<file path="src/rtl/ycbcr_skin_mask_if.sv">
// Pixel-stream bundle for the skin-mask stage: sync/data inputs, delayed outputs and frame statistics.
// The CNT_W here must match the CNT_W of the ycbcr_skin_mask instance it is connected to.
interface ycbcr_skin_mask_if #(
    parameter int CNT_W = 22
);
    logic             de_in;
    logic             hsync_in;
    logic             vsync_in;
    logic [23:0]      pixel_in;
    logic             de_out;
    logic             hsync_out;
    logic             vsync_out;
    logic [23:0]      pixel_out;
    logic             mask_out;
    logic [CNT_W-1:0] frame_count;
    logic             count_valid;

    modport master (
        output de_in, hsync_in, vsync_in, pixel_in,
        input  de_out, hsync_out, vsync_out, pixel_out, mask_out, frame_count, count_valid
    );

    modport slave (
        input  de_in, hsync_in, vsync_in, pixel_in,
        output de_out, hsync_out, vsync_out, pixel_out, mask_out, frame_count, count_valid
    );
endinterface

</file>
<file path="src/rtl/ycbcr_skin_mask.sv">
// RGB -> CbCr skin segmentation: 3-stage fixed-point pipeline, inclusive Cb/Cr window,
// delay-matched syncs and a per-frame mask-pixel counter gated by a primed flag.
module ycbcr_skin_mask #(
    parameter logic [7:0] CB_MIN = 8'd77,
    parameter logic [7:0] CB_MAX = 8'd127,
    parameter logic [7:0] CR_MIN = 8'd133,
    parameter logic [7:0] CR_MAX = 8'd173,
    parameter int         CNT_W  = 22
) (
    input logic            clk,
    input logic            rst_n,
    ycbcr_skin_mask_if.slave bus
);
    logic [7:0] r, g, b;
    assign r = bus.pixel_in[23:16];
    assign g = bus.pixel_in[15:8];
    assign b = bus.pixel_in[7:0];

    logic [15:0]        p_yr, p_yg, p_yb, p_cbr, p_cbg, p_cbb, p_crr, p_crg, p_crb;
    logic signed [17:0] y_s, cb_s, cr_s;
    logic               de_d1, hs_d1, vs_d1;
    logic               de_d2, hs_d2, vs_d2;

    function automatic logic signed [17:0] sx(input logic [15:0] x);
        return $signed({2'b00, x});
    endfunction

    function automatic logic [7:0] to_chroma(input logic signed [17:0] s);
        logic signed [17:0] v;
        v = (s >>> 8) + 18'sd128;
        if (v[17])
            return 8'd0;
        else if (v > 18'sd255)
            return 8'd255;
        return v[7:0];
    endfunction

    // NOTE: every register, including the arithmetic pipeline, is cleared so no stale pixel survives a reset.
    always_ff @(posedge clk) begin
        if (!rst_n) begin
            {p_yr, p_yg, p_yb, p_cbr, p_cbg, p_cbb, p_crr, p_crg, p_crb} <= '0;
            {de_d1, hs_d1, vs_d1} <= '0;
        end else begin
            p_yr  <= 16'(r) * 16'd77;
            p_yg  <= 16'(g) * 16'd150;
            p_yb  <= 16'(b) * 16'd29;
            p_cbr <= 16'(r) * 16'd43;
            p_cbg <= 16'(g) * 16'd85;
            p_cbb <= 16'(b) * 16'd128;
            p_crr <= 16'(r) * 16'd128;
            p_crg <= 16'(g) * 16'd107;
            p_crb <= 16'(b) * 16'd21;
            {de_d1, hs_d1, vs_d1} <= {bus.de_in, bus.hsync_in, bus.vsync_in};
        end
    end

    always_ff @(posedge clk) begin
        if (!rst_n) begin
            {y_s, cb_s, cr_s} <= '0;
            {de_d2, hs_d2, vs_d2} <= '0;
        end else begin
            y_s  <= sx(p_yr) + sx(p_yg) + sx(p_yb);
            cb_s <= sx(p_cbb) - sx(p_cbr) - sx(p_cbg);
            cr_s <= sx(p_crr) - sx(p_crg) - sx(p_crb);
            {de_d2, hs_d2, vs_d2} <= {de_d1, hs_d1, vs_d1};
        end
    end

    // Luma is kept in the pipeline for probing only.
    logic unused_y;
    assign unused_y = ^y_s;

    logic [7:0] cb, cr;
    logic       mask;
    always_comb begin
        cb   = to_chroma(cb_s);
        cr   = to_chroma(cr_s);
        // de_d2 gates first so undefined chroma never reaches the output during blanking.
        mask = de_d2 && (cb >= CB_MIN) && (cb <= CB_MAX) && (cr >= CR_MIN) && (cr <= CR_MAX);
    end

    always_ff @(posedge clk) begin
        if (!rst_n) begin
            bus.de_out    <= 1'b0;
            bus.hsync_out <= 1'b0;
            bus.vsync_out <= 1'b0;
            bus.pixel_out <= '0;
            bus.mask_out  <= 1'b0;
        end else begin
            bus.de_out    <= de_d2;
            bus.hsync_out <= hs_d2;
            bus.vsync_out <= vs_d2;
            bus.pixel_out <= {24{mask}};
            bus.mask_out  <= mask;
        end
    end

    logic [CNT_W-1:0] cnt;
    logic             vsync_prev, primed, hit;
    assign hit = bus.de_out & bus.mask_out;

    // A pixel on the vsync edge cycle belongs to the new frame; the first edge after reset only primes.
    always_ff @(posedge clk) begin
        if (!rst_n) begin
            cnt             <= '0;
            vsync_prev      <= 1'b0;
            primed          <= 1'b0;
            bus.frame_count <= '0;
            bus.count_valid <= 1'b0;
        end else begin
            vsync_prev      <= bus.vsync_out;
            bus.count_valid <= 1'b0;
            if (bus.vsync_out && !vsync_prev) begin
                primed <= 1'b1;
                cnt    <= hit ? CNT_W'(1) : '0;
                if (primed) begin
                    bus.frame_count <= cnt;
                    bus.count_valid <= 1'b1;
                end
            end else if (hit && cnt != '1) begin
                cnt <= cnt + CNT_W'(1);
            end
        end
    end
endmodule

</file>
<file path="src/flat_wrapper.sv">
// flat-port wrapper written by rule: the top's interface ports become plain ports
module ycbcr_skin_mask_flat 
#(
    parameter logic [7:0] CB_MIN = 8'd77,
    parameter logic [7:0] CB_MAX = 8'd127,
    parameter logic [7:0] CR_MIN = 8'd133,
    parameter logic [7:0] CR_MAX = 8'd173,
    parameter int         CNT_W  = 22
)
  (clk, rst_n, bus_de_in, bus_hsync_in, bus_vsync_in, bus_pixel_in, bus_de_out, bus_hsync_out, bus_vsync_out, bus_pixel_out, bus_mask_out, bus_frame_count, bus_count_valid);
  ycbcr_skin_mask_if #(.CNT_W(CNT_W)) bus_i ();
  input logic clk;
  input logic rst_n;
  input wire logic [$bits(bus_i.de_in)-1:0] bus_de_in;
  input wire logic [$bits(bus_i.hsync_in)-1:0] bus_hsync_in;
  input wire logic [$bits(bus_i.vsync_in)-1:0] bus_vsync_in;
  input wire logic [$bits(bus_i.pixel_in)-1:0] bus_pixel_in;
  output wire logic [$bits(bus_i.de_out)-1:0] bus_de_out;
  output wire logic [$bits(bus_i.hsync_out)-1:0] bus_hsync_out;
  output wire logic [$bits(bus_i.vsync_out)-1:0] bus_vsync_out;
  output wire logic [$bits(bus_i.pixel_out)-1:0] bus_pixel_out;
  output wire logic [$bits(bus_i.mask_out)-1:0] bus_mask_out;
  output wire logic [$bits(bus_i.frame_count)-1:0] bus_frame_count;
  output wire logic [$bits(bus_i.count_valid)-1:0] bus_count_valid;
  assign bus_i.de_in = bus_de_in;
  assign bus_i.hsync_in = bus_hsync_in;
  assign bus_i.vsync_in = bus_vsync_in;
  assign bus_i.pixel_in = bus_pixel_in;
  assign bus_de_out = bus_i.de_out;
  assign bus_hsync_out = bus_i.hsync_out;
  assign bus_vsync_out = bus_i.vsync_out;
  assign bus_pixel_out = bus_i.pixel_out;
  assign bus_mask_out = bus_i.mask_out;
  assign bus_frame_count = bus_i.frame_count;
  assign bus_count_valid = bus_i.count_valid;
  ycbcr_skin_mask #(.CB_MIN(CB_MIN), .CB_MAX(CB_MAX), .CR_MIN(CR_MIN), .CR_MAX(CR_MAX), .CNT_W(CNT_W)) u_core (.clk(clk), .rst_n(rst_n), .bus(bus_i));
endmodule
</file>
<file path="config.mk">
export PLATFORM = sky130hd
export DESIGN_NAME = ycbcr_skin_mask_flat
export DESIGN_NICKNAME = d
export VERILOG_FILES = /design/src/rtl/ycbcr_skin_mask_if.sv /design/src/rtl/ycbcr_skin_mask.sv /design/src/flat_wrapper.sv
export SDC_FILE = /design/constraint.sdc
export NUM_CORES = 1
export LEC_CHECK = 0
export CAP_MARGIN = 15
export CORE_MARGIN = 10
export CORE_UTILIZATION = 30
export CTS_CLUSTER_DIAMETER = 30
export DETAILED_ROUTE_END_ITERATION = 10
export PLACE_DENSITY = 0.47
export SLEW_MARGIN = 20
export SYNTH_ARGS = -nofsm -noshare
export SYNTH_HDL_FRONTEND = slang
export SYNTH_SLANG_ARGS = --single-unit
</file>
<file path="constraint.sdc">
create_clock -name clk -period 4.9 [get_ports clk]
set_input_delay 0.98 -clock clk [delete_from_list [all_inputs] [get_ports clk]]
set_output_delay 0.98 -clock clk [all_outputs]
set_load 0.1 [all_outputs]
</file>
==> results.ini <==
[cells_and_area]
num-nets-final=1469
fill_cells=3463
num_antenna_cells=0
drive_gt1_share_pct=6.265
fin_cells=1693
syn_to_final_growth_pct=17.67

[yosys]
synth_top_area_share_pct=28.28
yosysWarnings=0
synth_flop_cell=dfxtp_1
synth_edf_count=0
synth_cell_types=73
yosysSeqAreaShare_pct=28.28
postSynthCellCount=1160
synth_area_per_cell_um2=8.908
ys_async_sr_fraction_pct=0
synth_top_cell_by_area=dfxtp_1
synth_area_mm2=0.01033
yosys-top-cells-area=dfxtp_1 (28%), ha_1 (21%), fa_1 (6.2%)
syn-num-nets=1396
ys_ff_latch=146

[floorplan]
dieWidth_um=205.6
core_mm2=0.03378
dieArea_mm2=0.04227
io_pins=80
start_util_pct=30.59
die_h_um=205.6
num_rows=67

[clock_network]
clock-sinks=146
post_cts_resized=0
h-tree-depth=4
clkLatencyLatePin_ps=420
numCtsBuffers=17
cts_max_path_buffers=2
cts_tree=done
cts_root_buf=clkbuf_16
clk_transition_reported_paths_ps=60
cts_hold_buf=0
postCtsSetupRepairBufs=0

[drt]
antenna_left=0
drtIter0Drc=266
totalWireLength_um=23240
vias=7685
routedWlPerCell_um=13.73
dr.pass1.iters=4
drc_errors=0
post_drt_via_cell_ratio=4.539

[status]
status=complete, no violations

[worst_setup_path]
worst_r2r_path_depth=13
cp-start-kind=input pin
critPathKind=in2reg
cp.required_ps=5260
cp-end-kind=register
crit_fanout=3
cp.arrival_ps=4760

[grt]
grt_use_total_pct=11.28
grt_pass1_vias=7896
grt_overflow=0
grt_max_degree=63
grt_pass1_wl_um=38920
antenna_found_initial=0

[sta]
fmax_mhz=227.0
setup_violations=0
slew_viol_final=0
fin_crit_sh_pct=89.90
holdWs_ps=426.9
timing.slew.headroom_pct=32.17
clock-skew-final_ps=8.176
rsz0062_at_grt=no
tightest_slew_ps=1014
hold_violations=0
finalSetupTns_ps=0
period_needed_ps=4405

[run]
maxCapViolations=0

[power_and_ir_drop]
swShare_pct=38.50
clkPwrFrac_pct=24.0
intPower_w=0.003337
vdd_drop_max_mv=0.2627
leakage_nw=5.499
seq_power_share_pct=27.4
p_per_area_mw_per_mm2=446.3
power_frac_comb_pct=48.6
p_sw_w=0.002089

[place]
numPlacedInstances=1662
gp_congestion=0.8419
io_buffers=79
dpl.hpwl_um=18960

[hold_path]
min_path_cells=1
min_path_type=reg2reg

-- routing by layer --
metal / vias to the layer above / global-route usage (%) / wire (um)
li1: 4005 / - / -
met1: 3587 / 13.42 / 10840
met2: 81 / 20.52 / 11410
met3: 12 / 1.981 / 788
met4: 0 / 2.652 / 208
met5: - / 0 / 0
-- power by group through the flow --
stage	Sequential (W)	Clock, W	Combinational [W]
2_1_floorplan	0.00148	0	0.00206
3_3_place_gp	0.00152	0	0.00266
3_5_place_dp	0.00152	0	0.00264
4_1_cts	0.00149	0.00134	0.00267
5_1_grt	0.00151	0.00138	0.00304
6_report	0.00149	0.00130	0.00264
-- layout make-up --
| class | instances | area [um^2] | share of cell area (%) |
|---|---|---|---|
| clock buffer | 18 | 439.2 | 3.612 |
| clock inverter | 13 | 152.6 | 1.255 |
| inverter | 152 | 570.5 | 4.692 |
| multi-input combinational | 818 | 6585 | 54.16 |
| sequential | 146 | 2923 | 24.04 |
| tap | 448 | 560.5 | 4.610 |
| timing repair buffer | 98 | 928.4 | 7.635 |
-- registers in the layout (all words and copies together), names as in the netlist, 7 cells and up --
register,count
u_core.p_cbb,8
u_core.bus.frame_count,22
u_core.p_cbr,14
u_core.p_cbg,15
u_core.cnt,22
u_core.p_crg,14
u_core.p_crr,7
u_core.cb_s,10
u_core.cr_s,10
u_core.p_crb,11
-- metrics by stage --
stage / instance area, um^2 / setup slack (ps) / utilization, % / power (W)
floorplan: 10330 / 788.0 / - / 0.003544
global placement: 11570 / 104.4 / 34.24 / 0.004172
detailed placement: 11570 / 69.27 / 34.24 / 0.004162
CTS: 12160 / 510.2 / 35.99 / 0.005506
global route: 12160 / 177.7 / 35.99 / 0.005930
finish: 12160 / 494.7 / 35.99 / 0.005426
-- critical path, stage by stage --
cell and delay [ps]:
clkdlybuf4s50_1 460, ha_1 340, inv_1 70, fa_1 510, fa_1 540, inv_1 50, fa_1 500, ha_1 210
buf_4 140, o21a_1 110, o21ai_0 80, o21ai_0 300, nand4_1 170, a21o_1 190, a21oi_1 110
-- Yosys cell counts (2+ instances only) --
library cell,n
ha_1,175
inv_1,151
dfxtp_1,146
nor2_1,94
nand2_1,82
a21oi_1,67
and2_1,41
xor2_1,39
xnor2_1,36
fa_1,32
a21o_1,28
nor3_1,27
buf_4,24
clkbuf_1,20
nand3_1,20
o21ai_0,20
nand2b_1,17
o21a_1,16
nand4_1,12
nor2b_1,12
and3_1,9
mux2i_1,8
a31oi_1,6
a211oi_1,4
nor3b_1,4
or3_1,4
a21oi_2,3
nand3b_1,3
nor4_1,3
o21ai_1,3
o21bai_1,3
o31ai_1,3
a2111oi_4,2
a21boi_0,2
a31o_2,2
and3_4,2
and4_1,2
o211ai_1,2
o41ai_1,2
-- cell families after synthesis --
kind of cell / share of synthesized area (%)
flip-flops: 28.28
AO/OA/AOI/OAI: 12.08
XOR/XNOR: 6.514
adder cells (fa/ha/maj): 27.39
AND/OR/NAND/NOR: 16.96
multiplexers: 0.7749
buffers and inverters: 7.991
-- worst paths after layout --
path,start,to,slack (ps)
min,u_core.hs_d1$_SDFF_PN0_,u_core.hs_d2$_SDFF_PN0_,430
max,bus_pixel_in[9],u_core.p_crg[14]$_SDFF_PN0_,490
max reg2reg,u_core.p_cbr[0]$_SDFF_PN0_,u_core.cr_s[15]$_SDFF_PN0_,1290
min reg2reg,u_core.hs_d1$_SDFF_PN0_,u_core.hs_d2$_SDFF_PN0_,430
-- layout by cell type, fill, tap and decap left out, types with 16 or more instances in the layout --
cell type and instances:
buf_4 19, nand2b_1 17, xor2_1 39, clkdlybuf4s50_1 78
a21o_1 28, o21a_1 16, nand2_1 82, inv_1 151
o21ai_0 20, fa_1 32, ha_1 175, xnor2_1 36
and2_1 41, nor3_1 27, a21oi_1 67, clkbuf_16 17
nand3_1 20, nor2_1 94, dfxtp_1 146
(Power assumes the default switching activity.)
